[src/rtl/mole_pkg.sv]
// mole_pkg: shared state type and constants for the mole game controller.
// Holds the round FSM state enum, the hidden-mole encoding and the LFSR tap mask.
package mole_pkg;
    typedef enum logic [1:0] {IDLE, PLAYING, PAUSED, OVER} game_state_t;
    localparam logic [1:0] MOLE_HIDDEN = 2'b00;
    localparam logic [15:0] LFSR_TAPS = 16'hB400;
endpackage

[src/rtl/mole_scheduler_if.sv]
// mole_scheduler_if: button/mole-array bus of the game controller.
// master: drives start_btn, pause_btn, mole_states; observes the controller outputs.
// slave:  the controller; drives start_moles, pause, clear_moles, time_left, playing, game_over.
interface mole_scheduler_if;
    logic        start_btn;
    logic        pause_btn;
    logic [31:0] mole_states;
    logic [15:0] start_moles;
    logic        pause;
    logic        clear_moles;
    logic [6:0]  time_left;
    logic        playing;
    logic        game_over;
    modport master (
        output start_btn, pause_btn, mole_states,
        input  start_moles, pause, clear_moles, time_left, playing, game_over
    );
    modport slave (
        input  start_btn, pause_btn, mole_states,
        output start_moles, pause, clear_moles, time_left, playing, game_over
    );
endinterface

[src/rtl/lfsr16.sv]
// lfsr16: free-running 16-bit Galois LFSR with a configurable non-zero seed.
// Ports: clk, rst_n (async active-low, loads SEED), state (current LFSR value).
module lfsr16
    import mole_pkg::*;
#(
    parameter logic [15:0] SEED = 16'hACE1
) (
    input  logic        clk,
    input  logic        rst_n,
    output logic [15:0] state
);
    always_ff @(posedge clk or negedge rst_n) begin
        if (!rst_n) state <= SEED;
        else state <= {1'b0, state[15:1]} ^ (state[0] ? LFSR_TAPS : 16'h0000);
    end
endmodule

[src/rtl/mole_scheduler.sv]
// mole_scheduler: round FSM, seconds countdown and pseudo-random spawn scheduler for sixteen moles.
// Optional feature: define MOLE_SPEEDUP_EN to halve the spawn period once less than half the round remains.
// Ports: animation_clk (sole clock), rst_n (async active-low), bus (mole_scheduler_if.slave):
//   in  start_btn, pause_btn, mole_states[31:0]
//   out start_moles[15:0], pause, clear_moles, time_left[6:0], playing, game_over
module mole_scheduler
    import mole_pkg::*;
#(
    parameter int          TICKS_PER_SEC = 16,
    parameter int          GAME_SECONDS  = 60,
    parameter int          SPAWN_TICKS   = 8,
    parameter logic [15:0] LFSR_SEED     = 16'hACE1
) (
    input logic             animation_clk,
    input logic             rst_n,
    mole_scheduler_if.slave bus
);
    localparam int TW = TICKS_PER_SEC > 1 ? $clog2(TICKS_PER_SEC) : 1;
    localparam int SW = $clog2(SPAWN_TICKS);
    localparam logic [TW-1:0] TICK_RELOAD = TW'(TICKS_PER_SEC - 1);
    localparam logic [SW-1:0] SPAWN_FULL  = SW'(SPAWN_TICKS - 1);
    localparam logic [6:0]    GAME_TIME   = 7'(GAME_SECONDS);

    game_state_t   state_q, state_d;
    logic [TW-1:0] tick_q, tick_d;
    logic [SW-1:0] spawn_q, spawn_d, spawn_reload;
    logic [6:0]    time_q, time_d;
    logic [15:0]   start_q, start_d, hidden, pick, lfsr;
    logic          clear_q, clear_d, found, unused_lfsr;
    logic [3:0]    idx;

    lfsr16 #(.SEED(LFSR_SEED)) u_lfsr (
        .clk   (animation_clk),
        .rst_n (rst_n),
        .state (lfsr)
    );

    assign unused_lfsr = ^lfsr[15:4];

    for (genvar i = 0; i < 16; i++) begin : g_hidden
        assign hidden[i] = bus.mole_states[2*i +: 2] == MOLE_HIDDEN;
    end

`ifdef MOLE_SPEEDUP_EN
    localparam logic [6:0]    HALF_TIME  = 7'(GAME_SECONDS / 2);
    localparam logic [SW-1:0] SPAWN_FAST = SW'(SPAWN_TICKS / 2 - 1);
    assign spawn_reload = (time_q < HALF_TIME) ? SPAWN_FAST : SPAWN_FULL;
`else
    assign spawn_reload = SPAWN_FULL;
`endif

    // Scan from the LFSR candidate upward with 4-bit wrap; first hidden mole wins.
    always_comb begin
        pick  = '0;
        found = 1'b0;
        idx   = '0;
        for (int k = 0; k < 16; k++) begin
            idx = lfsr[3:0] + 4'(k);
            if (!found && hidden[idx]) begin
                pick[idx] = 1'b1;
                found     = 1'b1;
            end
        end
    end

    // A pause_btn cycle in PLAYING already freezes the counters, so the
    // values seen on resume are exactly those held when the button hit.
    always_comb begin
        state_d = state_q;
        tick_d  = tick_q;
        spawn_d = spawn_q;
        time_d  = time_q;
        start_d = '0;
        clear_d = 1'b0;
        case (state_q)
            IDLE, OVER: begin
                if (bus.start_btn) begin
                    state_d = PLAYING;
                    clear_d = 1'b1;
                    time_d  = GAME_TIME;
                    tick_d  = TICK_RELOAD;
                    spawn_d = SPAWN_FULL;
                end
            end
            PAUSED: state_d = bus.pause_btn ? PLAYING : PAUSED;
            PLAYING: begin
                if (bus.pause_btn) begin
                    state_d = PAUSED;
                end else begin
                    tick_d  = (tick_q == '0) ? TICK_RELOAD : tick_q - TW'(1);
                    time_d  = (tick_q == '0) ? time_q - 7'd1 : time_q;
                    spawn_d = (spawn_q == '0) ? spawn_reload : spawn_q - SW'(1);
                    if (tick_q == '0 && time_q == 7'd1) state_d = OVER;
                    else if (spawn_q == '0) start_d = pick;
                end
            end
            default: state_d = IDLE;
        endcase
    end

    always_ff @(posedge animation_clk or negedge rst_n) begin
        if (!rst_n) begin
            state_q <= IDLE;
            tick_q  <= '0;
            spawn_q <= '0;
            time_q  <= '0;
            start_q <= '0;
            clear_q <= 1'b0;
        end else begin
            state_q <= state_d;
            tick_q  <= tick_d;
            spawn_q <= spawn_d;
            time_q  <= time_d;
            start_q <= start_d;
            clear_q <= clear_d;
        end
    end

    assign bus.start_moles = start_q;
    assign bus.clear_moles = clear_q;
    assign bus.time_left   = time_q;
    assign bus.playing     = state_q == PLAYING;
    assign bus.pause       = state_q != PLAYING;
    assign bus.game_over   = state_q == OVER;
endmodule

[src/flat_wrapper.sv]
// flat-port wrapper written by rule: the top's interface ports become plain ports
module mole_scheduler_flat import mole_pkg::*;
#(
    parameter int          TICKS_PER_SEC = 16,
    parameter int          GAME_SECONDS  = 60,
    parameter int          SPAWN_TICKS   = 8,
    parameter logic [15:0] LFSR_SEED     = 16'hACE1
)
  (animation_clk, rst_n, bus_start_btn, bus_pause_btn, bus_mole_states, bus_start_moles, bus_pause, bus_clear_moles, bus_time_left, bus_playing, bus_game_over);
  mole_scheduler_if bus_i ();
  input logic animation_clk;
  input logic rst_n;
  input wire logic [$bits(bus_i.start_btn)-1:0] bus_start_btn;
  input wire logic [$bits(bus_i.pause_btn)-1:0] bus_pause_btn;
  input wire logic [$bits(bus_i.mole_states)-1:0] bus_mole_states;
  output wire logic [$bits(bus_i.start_moles)-1:0] bus_start_moles;
  output wire logic [$bits(bus_i.pause)-1:0] bus_pause;
  output wire logic [$bits(bus_i.clear_moles)-1:0] bus_clear_moles;
  output wire logic [$bits(bus_i.time_left)-1:0] bus_time_left;
  output wire logic [$bits(bus_i.playing)-1:0] bus_playing;
  output wire logic [$bits(bus_i.game_over)-1:0] bus_game_over;
  assign bus_i.start_btn = bus_start_btn;
  assign bus_i.pause_btn = bus_pause_btn;
  assign bus_i.mole_states = bus_mole_states;
  assign bus_start_moles = bus_i.start_moles;
  assign bus_pause = bus_i.pause;
  assign bus_clear_moles = bus_i.clear_moles;
  assign bus_time_left = bus_i.time_left;
  assign bus_playing = bus_i.playing;
  assign bus_game_over = bus_i.game_over;
  mole_scheduler #(.TICKS_PER_SEC(TICKS_PER_SEC), .GAME_SECONDS(GAME_SECONDS), .SPAWN_TICKS(SPAWN_TICKS), .LFSR_SEED(LFSR_SEED)) u_core (.animation_clk(animation_clk), .rst_n(rst_n), .bus(bus_i));
endmodule
[config.mk]
export PLATFORM = sky130hd
export DESIGN_NAME = mole_scheduler_flat
export DESIGN_NICKNAME = d
export VERILOG_FILES = /design/src/rtl/mole_pkg.sv /design/src/rtl/mole_scheduler_if.sv /design/src/rtl/lfsr16.sv /design/src/rtl/mole_scheduler.sv /design/src/flat_wrapper.sv
export SDC_FILE = /design/constraint.sdc
export NUM_CORES = 1
export LEC_CHECK = 0
export ABC_AREA = 1
export CAP_MARGIN = 10
export CORE_MARGIN = 2
export CORE_UTILIZATION = 59
export CTS_CLUSTER_DIAMETER = 80
export DETAILED_ROUTE_END_ITERATION = 6
export GPL_TIMING_DRIVEN = 0
export PLACE_DENSITY = 0.82
export SKIP_LAST_GASP = 1
export SLEW_MARGIN = 15
export SYNTH_ARGS = -nofsm -noshare
export SYNTH_HDL_FRONTEND = slang
export SYNTH_HIERARCHICAL = 1
export SYNTH_SLANG_ARGS = --single-unit
[constraint.sdc]
create_clock -name animation_clk -period 4.1 [get_ports animation_clk]
set_input_delay 0.82 -clock animation_clk [delete_from_list [all_inputs] [get_ports animation_clk]]
set_output_delay 0.82 -clock animation_clk [all_outputs]
set_load 0.01 [all_outputs]
==> impl_metrics.toml, run 1 <==
[clocking]
clkTransAtPathRegs_ns = 0.10
clock_latency_ns = 0.31
cts.sinks = 49
cts_made_buffers = 5
cts_tree = "done"
cts_root_buf = "clkbuf_8"
htreeDepth = 2
clk_path_buf_depth = 2

[floorplan]
dieHeight_um = 108
initial_utilization = 0.612
die_area_um2 = 11600
die_w_um = 108
coreArea_um2 = 10400
placementRows = 37
ios = 63

[grt]
globalRouteTotalUtil = 0.423
grt_max_degree = 37
grtUsageMet1 = 0.538
antenna_found_initial = 0
busiest_layer = "met2"
grt_use_met2 = 0.649
overflow = 0
grt_pass1_wl_um = 38200
grt_pass1_vias = 7700
met3_usage = 0.0932

[synth]
synth_edf_count = 0
yosys-top-cells-area = "nand3_1 20%, dfrtp_1 16%, nor2_1 16%, nand4_1 9.9%, nand2_1 9.0%"
synth_fp_nets = 1178
yosys_warnings = 6
synth.largest_area_cell = "nand3_1"
ys_seq_elements = 49
syn_inst = 1121
synth_top_area_frac = 0.200
synth_cell_types = 41
async_flop_share = 1.00
avgSynthCellArea_um2 = 5.68
ys.flop_type = "dfrtp_1"
syn_area_um2 = 6370
yosysSeqAreaShare = 0.194

[final_layout]
final_cell_mix = "258 x nor2_1, 250 x nand3_1, 150 x nand2_1, 137 x inv_1, 101 x nand4_1"
nets = 1262
drive_above_1_share = 0.100
final_common_cell = "nor2_1"
antenna_cells = 0
finalInstanceArea_um2 = 7490
area_delta_synth_final_pct = 17.6
final_util = 0.719

[setup_path]
crit_path_cell_trace = "inv_2 > buf_2 > ha_2 > buf_2 > inv_2 > nand3_1 > nand3_1 > nand3_2 > nand2_8 > nand4_1 > buf_4 > nor2_1 > nor2_1 > nand3_1 > nor2_1 > nand3_1 > nor2_1 > nand3_1 > nor2_1 > nand4_1 > nand2_1 > inv_1"
reg2regPathDepth = 22
cp.arrival_ns = 4.19
r2r_slack_ns = 0.13
r2r_start = "u_core/u_lfsr/state[0]"
worst-path-buf-inv = 6
required_ns = 4.31
cp_max_fo = 11
cpMaxStageDelayCell = "dfstp_2"
crit_type = "reg2reg"
crit_path_end_kind = "register"
r2r-end = "u_core/bus.start_moles[14]"
critPathMaxStageDelay_ns = 0.60
crit_family = "simple AND/OR/NAND/NOR gates"
cp-start-kind = "register"

[sta]
final.min_clock_period_ns = 3.97
setup_violations = 0
max_freq_mhz = 252
worst_pin_slew_ns = 1.07
fin_crit_sh = 0.969
skew_ns = 0.00792
hold_viol_final = 0
slew_headroom = 0.282
slew_violations = 0

[place]
place_congestion = 1.07
dpl_cell_area_um2 = 7180
port_buffers = 62
dp_hpwl_um = 18400

[detailed_routing]
wl_per_cell_um = 18.2
first_iter_violations = 1329
ant_nets = 0
wl_um = 24400
drc_errors = 1
dr.pass1.iters = 7
vias_per_cell = 6.27
vias = 8411

[power_and_ir_drop]
vdd_drop_max_v = 0.000506
p_per_area_nw_per_um2 = 216
leakage_nw = 3.46

[status]
outcome = "complete, but fails checks"
violations = "DRC"

[hold_path]
holdPathEnd = "u_core/u_lfsr/state[6]"
hold_path.class = "reg2reg"
holdPathStages = 0
min-delay-start = "u_core/u_lfsr/state[7]"

[run]
cap_viol_max_count = 0
per-layer routing:
| layer | share of wire | up-vias | routed length (um) |
|---|---|---|---|
| li1 | - | 3865 | - |
| met1 | 0.37 | 3757 | 9100 |
| met2 | 0.43 | 644 | 10600 |
| met3 | 0.12 | 145 | 2910 |
| met4 | 0.075 | 0 | 1820 |
| met5 | 0 | - | 0 |
synth_stat cells, types with 3 or more instances:
cell,count
nand3_1,254
o21a_1,4
buf_2,20
o31ai_1,3
dfrtp_1,41
nor2_1,267
nand3_2,3
nand2_1,153
clkinv_1,3
nand2_2,3
nor3_1,5
nand3_4,3
clkbuf_1,28
inv_1,138
inv_2,10
dfstp_2,8
nand4_1,101
buf_4,9
a21oi_1,4
o21ai_0,14
ha_1,21
nor2_4,4
cell type report:
class,instances,area [um2]
flip-flops and latches,49,1240
clock inverters,3,28.8
multi-input cells,860,4340
well taps,136,170
plain buffers,59,315
fillers,937,2920
inverters,151,573
repair buffers,79,756
clock buffers,5,68.8
metrics by stage:
step	setup slack (ns)	total power [mW]	hold slack, ns	setup TNS (ns)	cells
floorplan	0.761	1.03	0.331	0	1121
global placement	-0.397	1.25	0.334	-4.67	1319
detailed placement	-0.427	1.29	0.337	-5.22	1320
CTS	0.0153	1.60	0.362	0	1332
global route	-0.0203	1.73	0.351	-0.0438	1342
finish	0.127	1.62	0.355	0	1342
logic make-up (layout without fill, tap and decap cells):
kind of cell	count (synthesis)	in the layout	synth area share
AO/OA/AOI/OAI	34	34	0.0334
XOR/XNOR	2	2	0.00511
AND/OR/NAND/NOR	803	803	0.589
adder cells (fa/ha/maj)	21	21	0.0412
flip-flops	49	49	0.194
buffers and inverters	212	297	0.137
worst register-to-register path, cell delays in order, from the launching register on:
cell and delay, ns:
dfstp_2 0.60, inv_2 0.11, buf_2 0.21, ha_2 0.33
buf_2 0.19, inv_2 0.10, nand3_1 0.12, nand3_1 0.17
nand3_2 0.17, nand2_8 0.10, nand4_1 0.19, buf_4 0.19
nor2_1 0.05, nor2_1 0.31, nand3_1 0.11, nor2_1 0.11
nand3_1 0.11, nor2_1 0.10, nand3_1 0.12, nor2_1 0.21
nand4_1 0.13, nand2_1 0.09, inv_1 0.05
report_power, final:
group          internal (mW)  switching, mW
logic                  0.262          0.439
registers              0.553         0.0541
clock network          0.128          0.182
flip-flops by register name (all words and copies together), names as in the netlist:
| register | count |
|---|---|
| u_core/bus.start_moles | 16 |
| u_core/u_lfsr/state | 16 |
| u_core/bus.time_left | 7 |
| u_core/tick_q | 4 |
| u_core/spawn_q | 3 |
| u_core/state_q | 2 |
| u_core/bus.clear_moles | 1 |
worst max path at each step:
stage,cells after the start,endpoint,startpoint
floorplan,22,u_core/bus.start_moles[4],u_core/u_lfsr/state[1]
global placement,24,u_core/bus.start_moles[11],u_core/u_lfsr/state[1]
detailed placement,24,u_core/bus.start_moles[0],u_core/u_lfsr/state[1]
CTS,23,u_core/bus.start_moles[0],u_core/u_lfsr/state[0]
global route,24,u_core/bus.start_moles[11],u_core/u_lfsr/state[0]
finish,22,u_core/bus.start_moles[14],u_core/u_lfsr/state[0]
repair_timing:
action                                  CTS  global route
resized for setup                         4            34
endpoints found under the setup margin   16            16
hold buffers                              0             0
cloned                                    0             0
setup buffers                             5            11
pin swaps                                 3             4
Note: power is estimated with default switching activity, not from simulation.
==> run 2: changes to the inputs <==
Settings changed: CORE_UTILIZATION 59 to 35, HOLD_SLACK_MARGIN set to 0.05, PLACE_DENSITY 0.82 to not set.
Clock period 4.1 ns to 4.86 ns, I/O delays scaled along.
==> run 2 against run 1 <==
  * The flow now finishes without violations
  * Critical path depth is 2 higher
  * Worst setup slack better by 0.12 ns
  * Core utilization decreased by 30 points
  * Total power decreased by 11%
  * Via count down 5.2%
  * Sequential share of layout area increased by 0.075 points
  * Highest routed layer unchanged
  * Sequential power shrank 16%
  * Final area is 0.55% lower
  * Hold slack got worse by 0.0027 ns
  * Global-route usage fell by 18 points
  * Clock power increased by 17%
  * Die area rose by 66%
==> impl_metrics.toml, run 2 (synthesis results as in run 1) <==
[sta]
slew_violations = 0
fin_hold_ws_ns = 0.352
slew_headroom = 0.296
rsz0062_at_grt = "no"
final.setup.worst_slack_ns = 0.248
max_freq_mhz = 217
setup_violations = 0
hold_viol_final = 0
final.setup.tns_ns = 0
skew_ns = 0.00602
final.min_clock_period_ns = 4.61
worst_pin_slew_ns = 1.05
fin_crit_sh = 0.949

[clocking]
htreeDepth = 2
cts.sinks = 49
clk_path_buf_depth = 2
cts_made_buffers = 5
cts_tree = "done"
post_cts.repair.setup_buffers = 0
cts_root_buf = "clkbuf_16"
clkTransAtPathRegs_ns = 0.07
clock_latency_ns = 0.29

[place]
dp_hpwl_um = 19500
dpl_cell_area_um2 = 7290
pre_cts_slack_ns = 0.166
place_congestion = 1.00
port_buffers = 62
place_inst = 1413

[grt]
grt_pass1_vias = 7224
grt_pass1_wl_um = 38100
antenna_found_initial = 0
grt_max_degree = 35
overflow = 0
globalRouteTotalUtil = 0.247

[floorplan]
initial_utilization = 0.356
placementRows = 49
die_w_um = 139
dieHeight_um = 139
die_area_um2 = 19300
coreArea_um2 = 17900
ios = 63

[setup_path]
cp-start-kind = "register"
critPathMaxStageDelay_ns = 0.44
worst-path-buf-inv = 6
cpMaxStageDelayCell = "dfrtp_1"
cp.arrival_ns = 4.80
crit_path_end_kind = "register"
cp_max_fo = 13
required_ns = 5.05
crit_path_cell_trace = "buf_2 > clkinvlp_4 > ha_1 > nand2_1 > inv_2 > nor2_4 > inv_2 > nand3_1 > nand2_1 > nand2_1 > nand2_1 > nand4_1 > buf_2 > nor2_1 > nor2_1 > nand3_1 > nor2_1 > nand3_1 > nor2_1 > nand3_1 > nor2_1 > nand4_1 > nand2_1 > inv_1"
crit_family = "simple AND/OR/NAND/NOR gates"
crit_type = "reg2reg"

[final_layout]
fill_cells = 2037
final_util = 0.416
nets = 1247
final_common_cell = "nor2_1"
final_cell_mix = "267 x nor2_1, 254 x nand3_1, 153 x nand2_1, 138 x inv_1, 101 x nand4_1"
area_delta_synth_final_pct = 17.0
drive_above_1_share = 0.0697
layoutNonFillerInstCount = 1420
antenna_cells = 0
finalInstanceArea_um2 = 7450

[detailed_routing]
dr.pass1.iters = 6
vias = 7970
wl_per_cell_um = 17.3
first_iter_violations = 781
vias_per_cell = 5.61
drc_errors = 0
ant_nets = 0
wl_um = 24600

[run]
cap_viol_max_count = 0

[power_and_ir_drop]
leakage_nw = 3.38
p_per_area_nw_per_um2 = 193
power_mw = 1.44
vdd_drop_max_v = 0.000206

[hold_path]
hold_path.class = "reg2reg"

[status]
outcome = "finished clean"
## run 2: cell count changes in the layout (fill, tap and decap cells not counted), moves of 4 or more
cell	previous run	this run
buf_2	16	21
buf_4	26	9
clkbuf_16	0	5
clkbuf_4	4	0
clkbuf_8	5	0
nand3_1	250	254
nand3_2	7	3
nor2_1	258	267
nor2_2	6	0
## run 2: cell type report
cell class / instances / area (um2) / area share
buffer: 60 / 305 / 0.0410
clock buffer: 5 / 125 / 0.0168
clock inverter: 3 / 28.8 / 0.00386
inverter: 151 / 571 / 0.0766
multi-input combinational: 860 / 4260 / 0.572
sequential: 49 / 1240 / 0.166
tap: 229 / 287 / 0.0384
timing repair buffer: 63 / 636 / 0.0853
## run 2: report_power, final
| group | total, mW | switching (mW) | internal, mW |
|---|---|---|---|
| clock network | 0.360 | 0.163 | 0.197 |
| logic | 0.566 | 0.352 | 0.215 |
| registers | 0.509 | 0.0428 | 0.467 |
## run 2: path summary, 6_finish.rpt
check | slack [ns] | endpoint | start | cells past startpoint
worst max-delay path | 0.25 | u_core/bus.start_moles[11] | u_core/u_lfsr/state[1] | 24
worst min-delay path | 0.35 | u_core/u_lfsr/state[8] | u_core/u_lfsr/state[9] | 0
worst max register to register | 0.25 | u_core/bus.start_moles[11] | u_core/u_lfsr/state[1] | 24
worst min register to register | 0.35 | u_core/u_lfsr/state[8] | u_core/u_lfsr/state[9] | 0
max in group asynchronous | 3.68 | u_core/u_lfsr/state[5] | rst_n | 2
min in group asynchronous | 0.60 | u_core/bus.clear_moles | rst_n | 1
## run 2: repair_timing
item / CTS / global route
endpoints found under the setup margin: 0 / 16
gates resized for setup: 0 / 2
hold buffers: 0 / 0
## run 2: routing by layer
layer	wire length, um	GRT usage	vias to the layer above
met1	10500	0.344	3618
met4	907	0.0883	0
met5	0	0	-
met2	10900	0.388	440
met3	2340	0.0390	62
li1	-	-	3850
==> run 3: changes to the inputs <==
Settings changed: SKIP_CTS_REPAIR_TIMING set to 1.
==> results of run 3 <==
No change in the layout: final DEF, timing and power equal those of run 2.
